===== src/rtl/ascii_cmd_pkg.sv =====
// Shared types and constants for the ASCII command line parser:
// FSM states, command/error codes, ASCII bytes and keyword literals.
package ascii_cmd_pkg;

    typedef enum logic [2:0] {
        ST_IDLE,
        ST_KEY,
        ST_SEP,
        ST_ARG,
        ST_FLUSH
    } state_e;

    localparam logic [2:0] CMD_NONE = 3'd0;
    localparam logic [2:0] CMD_TIME = 3'd1;
    localparam logic [2:0] CMD_STAT = 3'd2;
    localparam logic [2:0] CMD_SR04 = 3'd3;
    localparam logic [2:0] CMD_TEMP = 3'd4;
    localparam logic [2:0] CMD_SETT = 3'd5;
    localparam logic [2:0] CMD_MODE = 3'd6;

    localparam logic [2:0] ERR_NONE    = 3'd0;
    localparam logic [2:0] ERR_KEYWORD = 3'd1;
    localparam logic [2:0] ERR_FORMAT  = 3'd2;
    localparam logic [2:0] ERR_LONG    = 3'd3;
    localparam logic [2:0] ERR_TIMEOUT = 3'd4;
    localparam logic [2:0] ERR_OVERRUN = 3'd5;

    localparam logic [7:0] CH_CR    = 8'h0D;
    localparam logic [7:0] CH_LF    = 8'h0A;
    localparam logic [7:0] CH_SPACE = 8'h20;
    localparam logic [7:0] CH_COLON = 8'h3A;
    localparam logic [7:0] CH_0     = 8'h30;
    localparam logic [7:0] CH_3     = 8'h33;
    localparam logic [7:0] CH_9     = 8'h39;
    localparam logic [7:0] CH_LC_A  = 8'h61;
    localparam logic [7:0] CH_LC_Z  = 8'h7A;

    localparam logic [31:0] KW_TIME = "TIME";
    localparam logic [31:0] KW_STAT = "STAT";
    localparam logic [31:0] KW_SR04 = "SR04";
    localparam logic [31:0] KW_TEMP = "TEMP";
    localparam logic [31:0] KW_SETT = "SETT";
    localparam logic [31:0] KW_MODE = "MODE";

    function automatic logic [2:0] kw_to_cmd(input logic [31:0] kw);
        case (kw)
            KW_TIME: return CMD_TIME;
            KW_STAT: return CMD_STAT;
            KW_SR04: return CMD_SR04;
            KW_TEMP: return CMD_TEMP;
            KW_SETT: return CMD_SETT;
            KW_MODE: return CMD_MODE;
            default: return CMD_NONE;
        endcase
    endfunction

    function automatic logic is_digit(input logic [7:0] c);
        return (c >= CH_0) && (c <= CH_9);
    endfunction

endpackage


===== src/rtl/ascii_cmd_parser_rx_idle_timer.sv =====
// Inter-byte idle timer: counts idle cycles while enabled, restarts on clear,
// and flags expiry once TIMEOUT_CYC idle cycles have elapsed (0 disables).
module rx_idle_timer #(
    parameter int unsigned TIMEOUT_CYC = 100000000
) (
    input  logic iClk,
    input  logic iRstn,
    input  logic i_clear,
    input  logic i_enable,
    output logic o_expire
);

    localparam int unsigned CNT_W = (TIMEOUT_CYC > 1) ? $clog2(TIMEOUT_CYC + 1) : 1;
    localparam logic [CNT_W-1:0] LIMIT = CNT_W'(TIMEOUT_CYC);

    logic [CNT_W-1:0] count_q, count_d;

    always_comb begin
        count_d = count_q;
        if (i_clear || !i_enable) begin
            count_d = '0;
        end else if (count_q != LIMIT) begin
            count_d = count_q + 1'b1;
        end
    end

    always_ff @(posedge iClk or negedge iRstn) begin
        if (!iRstn) begin
            count_q <= '0;
        end else begin
            count_q <= count_d;
        end
    end

    // Expiry is not masked by a same-cycle byte: that byte then opens a new line.
    assign o_expire = (TIMEOUT_CYC != 0) && i_enable && (count_q == LIMIT);

endmodule


===== src/rtl/ascii_cmd_parser.sv =====
// CR/LF-terminated ASCII command line parser feeding a one-deep command register.
// Optional ASCII_CMD_CASEFOLD_EN folds 'a'-'z' to uppercase before parsing.
module ascii_cmd_parser
    import ascii_cmd_pkg::*;
#(
    parameter int unsigned TIMEOUT_CYC = 100000000,
    parameter int unsigned MAX_LINE    = 16
) (
    input  logic        iClk,
    input  logic        iRstn,
    input  logic [7:0]  i_rx_data,
    input  logic        i_rx_valid,
    input  logic        i_cmd_ready,
    output logic        o_cmd_valid,
    output logic [2:0]  o_cmd_code,
    output logic [31:0] o_cmd_arg,
    output logic        o_err_valid,
    output logic [2:0]  o_err_code
);

    localparam int unsigned CW = $clog2(MAX_LINE + 2);
    localparam logic [CW-1:0] CNT_LIM = CW'(MAX_LINE);
    localparam logic [CW-1:0] CNT_SAT = CW'(MAX_LINE + 1);

    state_e      state_q, state_d;
    logic [2:0]  err_q, err_d;
    logic [CW-1:0] cnt_q, cnt_d;
    logic [23:0] key_q, key_d;
    logic [2:0]  lcode_q, lcode_d;
    logic [31:0] arg_q, arg_d;
    logic        cmd_valid_q, cmd_valid_d;
    logic [2:0]  cmd_code_q, cmd_code_d;
    logic [31:0] cmd_arg_q, cmd_arg_d;
    logic        err_valid_q, err_valid_d;
    logic [2:0]  err_code_q, err_code_d;

    logic        expire;
    logic [7:0]  ch;

    rx_idle_timer #(
        .TIMEOUT_CYC(TIMEOUT_CYC)
    ) u_idle_timer (
        .iClk     (iClk),
        .iRstn    (iRstn),
        .i_clear  (i_rx_valid),
        .i_enable (state_q != ST_IDLE),
        .o_expire (expire)
    );

`ifdef ASCII_CMD_CASEFOLD_EN
    always_comb begin
        ch = i_rx_data;
        if (i_rx_data >= CH_LC_A && i_rx_data <= CH_LC_Z) begin
            ch = i_rx_data - 8'h20;
        end
    end
`else
    always_comb begin
        ch = i_rx_data;
    end
`endif

    always_comb begin
        state_e        st;
        logic [2:0]    cur_err;
        logic [CW-1:0] cur_cnt;
        logic [CW-1:0] ai;
        logic [31:0]   key_next;
        logic [2:0]    kc;
        logic [2:0]    chk_err;
        logic [2:0]    line_err;
        logic          is_term;

        // A timeout discards the line; any byte this cycle is parsed as if from IDLE.
        st       = expire ? ST_IDLE : state_q;
        cur_err  = expire ? ERR_NONE : err_q;
        cur_cnt  = expire ? '0 : cnt_q;
        ai       = cur_cnt - CW'(5);
        key_next = {key_q, ch};
        kc       = kw_to_cmd(key_next);
        chk_err  = ERR_NONE;
        line_err = cur_err;
        is_term  = (ch == CH_CR) || (ch == CH_LF);

        state_d     = st;
        err_d       = cur_err;
        cnt_d       = cur_cnt;
        key_d       = key_q;
        lcode_d     = lcode_q;
        arg_d       = arg_q;
        cmd_valid_d = cmd_valid_q && !i_cmd_ready;
        cmd_code_d  = cmd_code_q;
        cmd_arg_d   = cmd_arg_q;
        err_valid_d = expire;
        err_code_d  = expire ? ERR_TIMEOUT : ERR_NONE;

        if (i_rx_valid && is_term) begin
            if (st != ST_IDLE) begin
                if (line_err == ERR_NONE) begin
                    case (st)
                        ST_KEY: line_err = ERR_KEYWORD;
                        ST_SEP: if (lcode_q == CMD_SETT || lcode_q == CMD_MODE) line_err = ERR_FORMAT;
                        ST_ARG: begin
                            if (lcode_q == CMD_SETT && ai != CW'(11)) line_err = ERR_FORMAT;
                            if (lcode_q == CMD_MODE && ai != CW'(1))  line_err = ERR_FORMAT;
                        end
                        default: ;
                    endcase
                end
                if (line_err != ERR_NONE) begin
                    err_valid_d = 1'b1;
                    err_code_d  = line_err;
                end else if (cmd_valid_q && !i_cmd_ready) begin
                    err_valid_d = 1'b1;
                    err_code_d  = ERR_OVERRUN;
                end else begin
                    cmd_valid_d = 1'b1;
                    cmd_code_d  = lcode_q;
                    cmd_arg_d   = arg_q;
                end
                state_d = ST_IDLE;
                err_d   = ERR_NONE;
                cnt_d   = '0;
                arg_d   = '0;
            end
        end else if (i_rx_valid) begin
            if (cur_cnt != CNT_SAT) cnt_d = cur_cnt + 1'b1;
            case (st)
                ST_IDLE: begin
                    key_d   = {16'h0000, ch};
                    arg_d   = '0;
                    lcode_d = CMD_NONE;
                    state_d = ST_KEY;
                end
                ST_KEY: begin
                    key_d = key_next[23:0];
                    if (cur_cnt == CW'(3)) begin
                        if (kc == CMD_NONE) chk_err = ERR_KEYWORD;
                        else begin
                            lcode_d = kc;
                            state_d = ST_SEP;
                        end
                    end
                end
                ST_SEP: begin
                    if (ch == CH_SPACE && (lcode_q == CMD_SETT || lcode_q == CMD_MODE)) state_d = ST_ARG;
                    else chk_err = ERR_FORMAT;
                end
                ST_ARG: begin
                    if (lcode_q == CMD_MODE) begin
                        if (ai != '0 || ch < CH_0 || ch > CH_3) chk_err = ERR_FORMAT;
                        else arg_d = {30'd0, ch[1:0]};
                    end else if (ai > CW'(10)) begin
                        chk_err = ERR_FORMAT;
                    end else if (ai == CW'(2) || ai == CW'(5) || ai == CW'(8)) begin
                        if (ch != CH_COLON) chk_err = ERR_FORMAT;
                    end else if (!is_digit(ch)) begin
                        chk_err = ERR_FORMAT;
                    end else begin
                        arg_d = {arg_q[27:0], ch[3:0]};
                    end
                end
                default: ;
            endcase
            // Overlength outranks a content fault on the same (first excess) char.
            if (cur_err == ERR_NONE) begin
                if (cur_cnt == CNT_LIM) begin
                    err_d   = ERR_LONG;
                    state_d = ST_FLUSH;
                end else if (chk_err != ERR_NONE) begin
                    err_d   = chk_err;
                    state_d = ST_FLUSH;
                end
            end
        end
    end

    always_ff @(posedge iClk or negedge iRstn) begin
        if (!iRstn) begin
            state_q     <= ST_IDLE;
            err_q       <= ERR_NONE;
            cnt_q       <= '0;
            key_q       <= '0;
            lcode_q     <= CMD_NONE;
            arg_q       <= '0;
            cmd_valid_q <= 1'b0;
            cmd_code_q  <= '0;
            cmd_arg_q   <= '0;
            err_valid_q <= 1'b0;
            err_code_q  <= '0;
        end else begin
            state_q     <= state_d;
            err_q       <= err_d;
            cnt_q       <= cnt_d;
            key_q       <= key_d;
            lcode_q     <= lcode_d;
            arg_q       <= arg_d;
            cmd_valid_q <= cmd_valid_d;
            cmd_code_q  <= cmd_code_d;
            cmd_arg_q   <= cmd_arg_d;
            err_valid_q <= err_valid_d;
            err_code_q  <= err_code_d;
        end
    end

    assign o_cmd_valid = cmd_valid_q;
    assign o_cmd_code  = cmd_code_q;
    assign o_cmd_arg   = cmd_arg_q;
    assign o_err_valid = err_valid_q;
    assign o_err_code  = err_code_q;

endmodule

===== config.mk =====
export PLATFORM = sky130hd
export DESIGN_NAME = ascii_cmd_parser
export DESIGN_NICKNAME = d
export VERILOG_FILES = /design/src/rtl/ascii_cmd_pkg.sv /design/src/rtl/ascii_cmd_parser_rx_idle_timer.sv /design/src/rtl/ascii_cmd_parser.sv
export SDC_FILE = /design/constraint.sdc
export NUM_CORES = 1
export LEC_CHECK = 0
export CAP_MARGIN = 25
export CORE_UTILIZATION = 45
export CTS_CLUSTER_DIAMETER = 100
export DETAILED_ROUTE_END_ITERATION = 10
export PLACE_DENSITY_LB_ADDON = 0.3
export SLEW_MARGIN = 20
export SYNTH_ARGS = -nofsm -noshare
export SYNTH_HDL_FRONTEND = slang
export SYNTH_SLANG_ARGS = --single-unit

===== constraint.sdc =====
create_clock -name iClk -period 8.9 [get_ports iClk]
set_input_delay 1.78 -clock iClk [delete_from_list [all_inputs] [get_ports iClk]]
set_output_delay 1.78 -clock iClk [all_outputs]
set_load 0.02 [all_outputs]

## Yosys cells after proc, flatten, opt, wreduce, memory -nomap -nowiden

Index checks and enable logic that the tools add are counted.

- $add $sub $neg: 3
- $lt $le $gt $ge: 5
- Equal/unequal tests: 32
- Muxes and demuxes: 70
- Bitwise operators: 3
- Reduce and logical (&&, ||, !) cells: 32

Operator list:

| operator | number |
|---|---|
| 2-to-1 mux 32 bit | 8 |
| equality test 32 x 31 -> 1 bit (second input constant) | 6 |
| 2-to-1 mux 3 bit | 35 |
| case mux 32 bit (2 select lines) | 1 |
| 2-to-1 mux 27 bit | 2 |
| case mux 24 bit (2 select lines) | 1 |
| adder 27 x 1 -> 27 bit (second input constant) | 1 |
| equality test 27 bit (second input constant) | 1 |
| != test 27 bit (second input constant) | 1 |
| case mux 3 bit (3 select lines) | 3 |
| 2-to-1 mux 5 bit | 5 |
| case mux 3 bit (6 select lines) | 1 |
| equality test 8 x 4 -> 1 bit (second input constant) | 2 |
| != test 4 bit (second input constant) | 4 |
| nonzero test 3 bit | 5 |
| equality test 5 x 2 -> 1 bit (second input constant) | 2 |
| logical NOT 3 bit | 3 |
| 2-to-1 mux 1 bit | 9 |
| equality test 8 x 6 -> 1 bit (second input constant) | 1 |
| >= comparator 8 x 6 -> 1 bit (second input constant) | 1 |
| > comparator 8 x 6 -> 1 bit (second input constant) | 1 |
| less-or-equal comparator 8 x 6 -> 1 bit (second input constant) | 1 |
| < comparator 8 x 6 -> 1 bit (second input constant) | 1 |
| 2-to-1 mux 2 bit | 4 |
| other kinds (26) | 46 |

- Flip-flop bits (word level): 137
- Input bits: 12
- Output and inout bits: 40
- Logic and storage cells: 157

## Longest topological paths before layout

- Word-level depth: 19
- Mapped depth: 17
- Depth with buffers taken out: 15

## Cells and area by module

From an unflattened synthesis, not the netlist that was laid out.

- Cells, all modules: 718
- Area, all modules: 7257.0 sq um

By module, submodules not included:

| module | instances | cells an instance | area each (sq um) | seq. area each (sq um) |
|---|---|---|---|---|
| ascii_cmd_parser | 1 | 541 | 5680.4 | 2752.6 |
| rx_idle_timer | 1 | 177 | 1576.5 | 675.6 |

## Worst setup path before layout

OpenSTA, ideal clock, no wires.

- Path kind: register -> register
- Start: reg u_idle_timer.count_q[11]
- End: reg arg_q[3]
- Setup time: 0.066 ns
- Arrival time: 3.998 ns
- Data required time: 8.834 ns
- Setup slack: 4.836 ns
- Cell stages (with the launch flop): 15
- Path buffers: 3
- Period minus slack after synthesis: 4.064 ns
- Cells stage by stage: dfrtp_1 nor4b_2 nand4_2 or4_2 clkbuf_1 nand2_1 ha_1 buf_1 or3b_1 a21boi_0 nor3_1 o21a_1 o31ai_1 buf_2 a22o_1

- Word-level cells in the longest chain between the ends: 9
- Elaborated cells on any way between the ends: 27
- Those cells by class: add/sub: 1; order compare: 1; eq/ne: 10; mux: 5; reduce/logical: 10

RTL lines:

| element | line | RTL |
|---|---|---|
| start, declared | ascii_cmd_parser_rx_idle_timer.sv:16 | `logic [CNT_W-1:0] count_q, count_d;` |
| start signal, assigned | ascii_cmd_parser_rx_idle_timer.sv:31 | `count_q <= count_d;` |
| equality test 27 bit (*) | ascii_cmd_parser_rx_idle_timer.sv:36 | `assign o_expire = (TIMEOUT_CYC != 0) && i_enable && (count_q == LIMIT);` |
| logical AND 1 bit (*) | ascii_cmd_parser_rx_idle_timer.sv:36 |  |
| parallel branches: the longest is 7 deep, another holds subtractor 5 x 3 -> 5 bit | - |  |
| end signal, assigned | ascii_cmd_parser.sv:197 | `arg_q <= arg_d;` |
| end, declared | ascii_cmd_parser.sv:30 | `logic [31:0] arg_q, arg_d;` |

Every way passes the cells marked *. The select of a mux whose other input is x is not followed.
A chain may end at the register's enable or synchronous reset.

## Worst setup path after layout

- Start: in i_rx_data[2]
- End: reg cmd_arg_q[14], in the netlist o_cmd_arg[14]

- Word-level cells in the longest chain between the ends: 4
- Elaborated cells on any way between the ends: 5
- Those cells by class: eq/ne: 2; reduce/logical: 3

RTL lines:

| element | line | RTL |
|---|---|---|
| start, declared | ascii_cmd_parser.sv:11 | `input logic [7:0] i_rx_data,` |
| equality test 8 x 4 -> 1 bit | ascii_cmd_parser.sv:83 | `is_term = (ch == CH_CR) \|\| (ch == CH_LF);` |
| logical OR 1 bit (*) | ascii_cmd_parser.sv:83 |  |
| logical AND 1 bit (*) | ascii_cmd_parser.sv:97 | `if (i_rx_valid && is_term) begin` |
| AND reduction 4 bit (no source line) (*) | - |  |
| end signal, assigned | ascii_cmd_parser.sv:200 | `cmd_arg_q <= cmd_arg_d;` |
| end, declared | ascii_cmd_parser.sv:33 | `logic [31:0] cmd_arg_q, cmd_arg_d;` |

Mark *: on every way between the ends. The rest lies on a longest branch, timed or not.

==> results.toml <==
[status]
status = "finished, final reports clean"

[critical_path]
worstPathRequired_ns = 9.20
cp_num_buf_inv = 2
timing.rr.end = "state_q[0]$_DFF_PN0_"
rrSetupSlack_ns = 4.25
crit_family = "buffers and inverters"
crit_chain = "clkdlybuf4s50_1 > and3b_1 > o2111ai_1 > or3_1 > nor4_4 > buf_4 > mux2_2"
crit_slowest_cell = "clkdlybuf4s50_1"
cp_max_fo = 35
reg2regPathDepth = 12
endpoint = "o_cmd_arg[14]$_DFFE_PN0P_"
startpoint_type = "input pin"
max_stage_delay_ns = 0.68
cp-startpoint = "i_rx_data[2]"
critPathKind = "in2reg"
cp.depth = 7
reg2reg_from = "u_idle_timer.count_q[11]$_DFFE_PN0P_"
cp-end-kind = "register"
arrival_ns = 5.01

[drt]
drtIter0Drc = 519
wirelength_um = 15900
vias = 5169
viasPerCell = 6.04
dr.pass1.iters = 5
drtAntennaViolNets = 0
drc = 0
avgRoutedWirePerCell_um = 18.5

[timing]
fin_crit_sh_pct = 52.9
final-setup-viol-count = 0
clock.fmax_ghz = 0.213
relSlewSlack_pct = 37.0
drv_slew = 0
worst_clock_skew_ns = 0.00801
min_period_ns = 4.70
finalHoldViolCount = 0
worstMarginPinSlew_ns = 0.943
rsz0062_at_grt = "no"
tns_ns = 0

[global_routing]
grt_pass1_wl_um = 26900
grt_overflow = 0
antenna_found_initial = 0
grt_pass1_vias = 5154
grt.total_usage_pct = 21.4
grt_max_degree = 70

[cts]
cts_root_buf = "clkbuf_16"
clkLatencyLatePin_ns = 0.42
htreeDepth = 4
cts_made_buffers = 17
cts.sinks = 137
cts_buffer_depth = 2
cts_hold_buf = 0
cts_tree = "yes"
cts_setup_buffers = 0
clkTransAtPathRegs_ns = 0.06
cts-resized-gates = 0

[synth]
synth_common_cells = "137 x dfrtp_1, 47 x a22o_1, 47 x nor2_1"
ys_seq_area_share_pct = 49.8
netlist_instances = 618
ys_async_sr_fraction_pct = 100
ys_top_cells_by_area = "dfrtp_1 50%, mux2_4 6.5%, a22o_1 6.0%"
ys_ff_latch = 137
synth_top_area_share_pct = 49.8
syn_area_mm2 = 0.00689
synth_top_area_cell = "dfrtp_1"
synth_edf_count = 0
synth.most_common_cell = "dfrtp_1"
ys_warn_count = 0
synth_area_per_cell_um2 = 11.1
syn_nets = 638
synth_flop_cell = "dfrtp_1"
ys_types = 75

[hold_path]
min_path_type = "reg2reg"
hp-start = "o_cmd_arg[21]$_DFFE_PN0P_"

[floorplanning]
fp.dieH_um = 126
num_rows = 44
ios = 52
initial_utilization_pct = 46.7
fp.coreArea_mm2 = 0.0148
die_w_um = 126
die_area_mm2 = 0.0158

[layout]
diodes = 0
drive_gt1_share_pct = 15.0
finalInstanceArea_mm2 = 0.00810
nets = 679
area_growth_pct = 17.6
layout.cells.non_filler = 856

[pwr]
p_leak_nw = 3.51
powerDensity_mw_per_mm2 = 232
p_total_mw = 1.88
vdd_ir_drop_max_mv = 0.145

[job]
maxCapViolCount = 0

[place]
place_area_mm2 = 0.00752
placedCellCount = 824
port_buffers = 51
place_congestion = 0.974
hpwl_um = 10900
-- per-stage QoR --
step	worst slack [ns]	utilization [%]	hold WS (ns)
3_5_place_dp	3.77	50.9	0.482
3_3_place_gp	3.85	50.9	0.477
6_report	4.20	54.9	0.509
4_1_cts	4.23	54.9	0.505
2_1_floorplan	4.84	-	0.458
5_1_grt	3.95	54.9	0.528
-- cell usage in the layout (no fill, tap or decap), drive strengths merged, types with 10 or more instances in the layout --
cell,instances
dfrtp,137
a22o,47
and3,10
nand2,28
nor3,21
nand3,21
nor4,10
nor2,47
a21oi,21
mux2,43
nand4,16
xnor2,11
clkbuf,17
inv,20
o21ai,24
clkdlybuf4s50,50
xor2,18
-- worst min path at each step --
| stage | endpoint | slack (ns) | cells after the start |
|---|---|---|---|
| 6_report | o_cmd_arg[21]$_DFFE_PN0P_ | 0.51 | 1 |
| 3_3_place_gp | key_q[22]$_DFFE_PN0P_ | 0.48 | 1 |
| 5_1_grt | key_q[22]$_DFFE_PN0P_ | 0.53 | 1 |
| 2_1_floorplan | key_q[22]$_DFFE_PN0P_ | 0.46 | 1 |
| 4_1_cts | key_q[22]$_DFFE_PN0P_ | 0.51 | 1 |
| 3_5_place_dp | key_q[22]$_DFFE_PN0P_ | 0.48 | 1 |
-- area by class of cell --
cell class | count | area, µm²
Tap cell | 184 | 230
Inverter | 13 | 48.8
Fill cell | 1264 | 6650
Clock buffer | 17 | 425
Clock inverter | 15 | 158
Timing Repair Buffer | 56 | 549
Multi-Input combinational cell | 434 | 3260
Sequential cell | 137 | 3430
-- logic make-up after synthesis --
family / share of synthesized area [%]
and+or+nand+nor: 19.0
DFF: 49.8
AOI/OAI and AO/OA: 14.0
buffers and inverters: 3.18
muxes: 8.96
xor gates and xnor gates: 3.69
adders and majority gates: 1.45
-- state kept, by name, indices dropped and copies added (netlist names) --
signal / count
arg_q: 32
cnt_q: 5
err_q: 3
key_q: 24
lcode_q: 3
o_cmd_arg: 32
o_cmd_code: 3
o_cmd_valid: 1
o_err_code: 3
o_err_valid: 1
state_q: 3
u_idle_timer.count_q: 27
-- report_power, final --
group | switching [mW] | total (mW) | internal (mW)
clock | 0.296 | 0.691 | 0.395
combinational | 0.226 | 0.390 | 0.164
sequential | 0.109 | 0.802 | 0.694
total | 0.630 | 1.88 | 1.25
-- worst register-to-register path, stage by stage, from the launching register on --
cell and delay (ns):
dfrtp_1 0.43, nor4b_2 0.37, nand4_2 0.29, or4_2 0.92, nand2_1 0.25, ha_1 0.38, nor3b_1 0.09, a31oi_1 0.30
nor3_1 0.12, or3b_2 0.48, a31o_2 0.23, nor4bb_1 0.52, a211oi_1 0.11
-- routing by layer --
metal | GRT usage [%] | vias to the layer above | wire length [µm] | part of all wire [%]
met2 | 32.4 | 181 | 7220 | 45
met3 | 4.25 | 33 | 837 | 5.3
met4 | 9.40 | 0 | 408 | 2.6
met1 | 30.0 | 2567 | 7400 | 47
met5 | 0 | - | 0 | 0
li1 | - | 2388 | - | -
(Power assumes the default switching activity.)
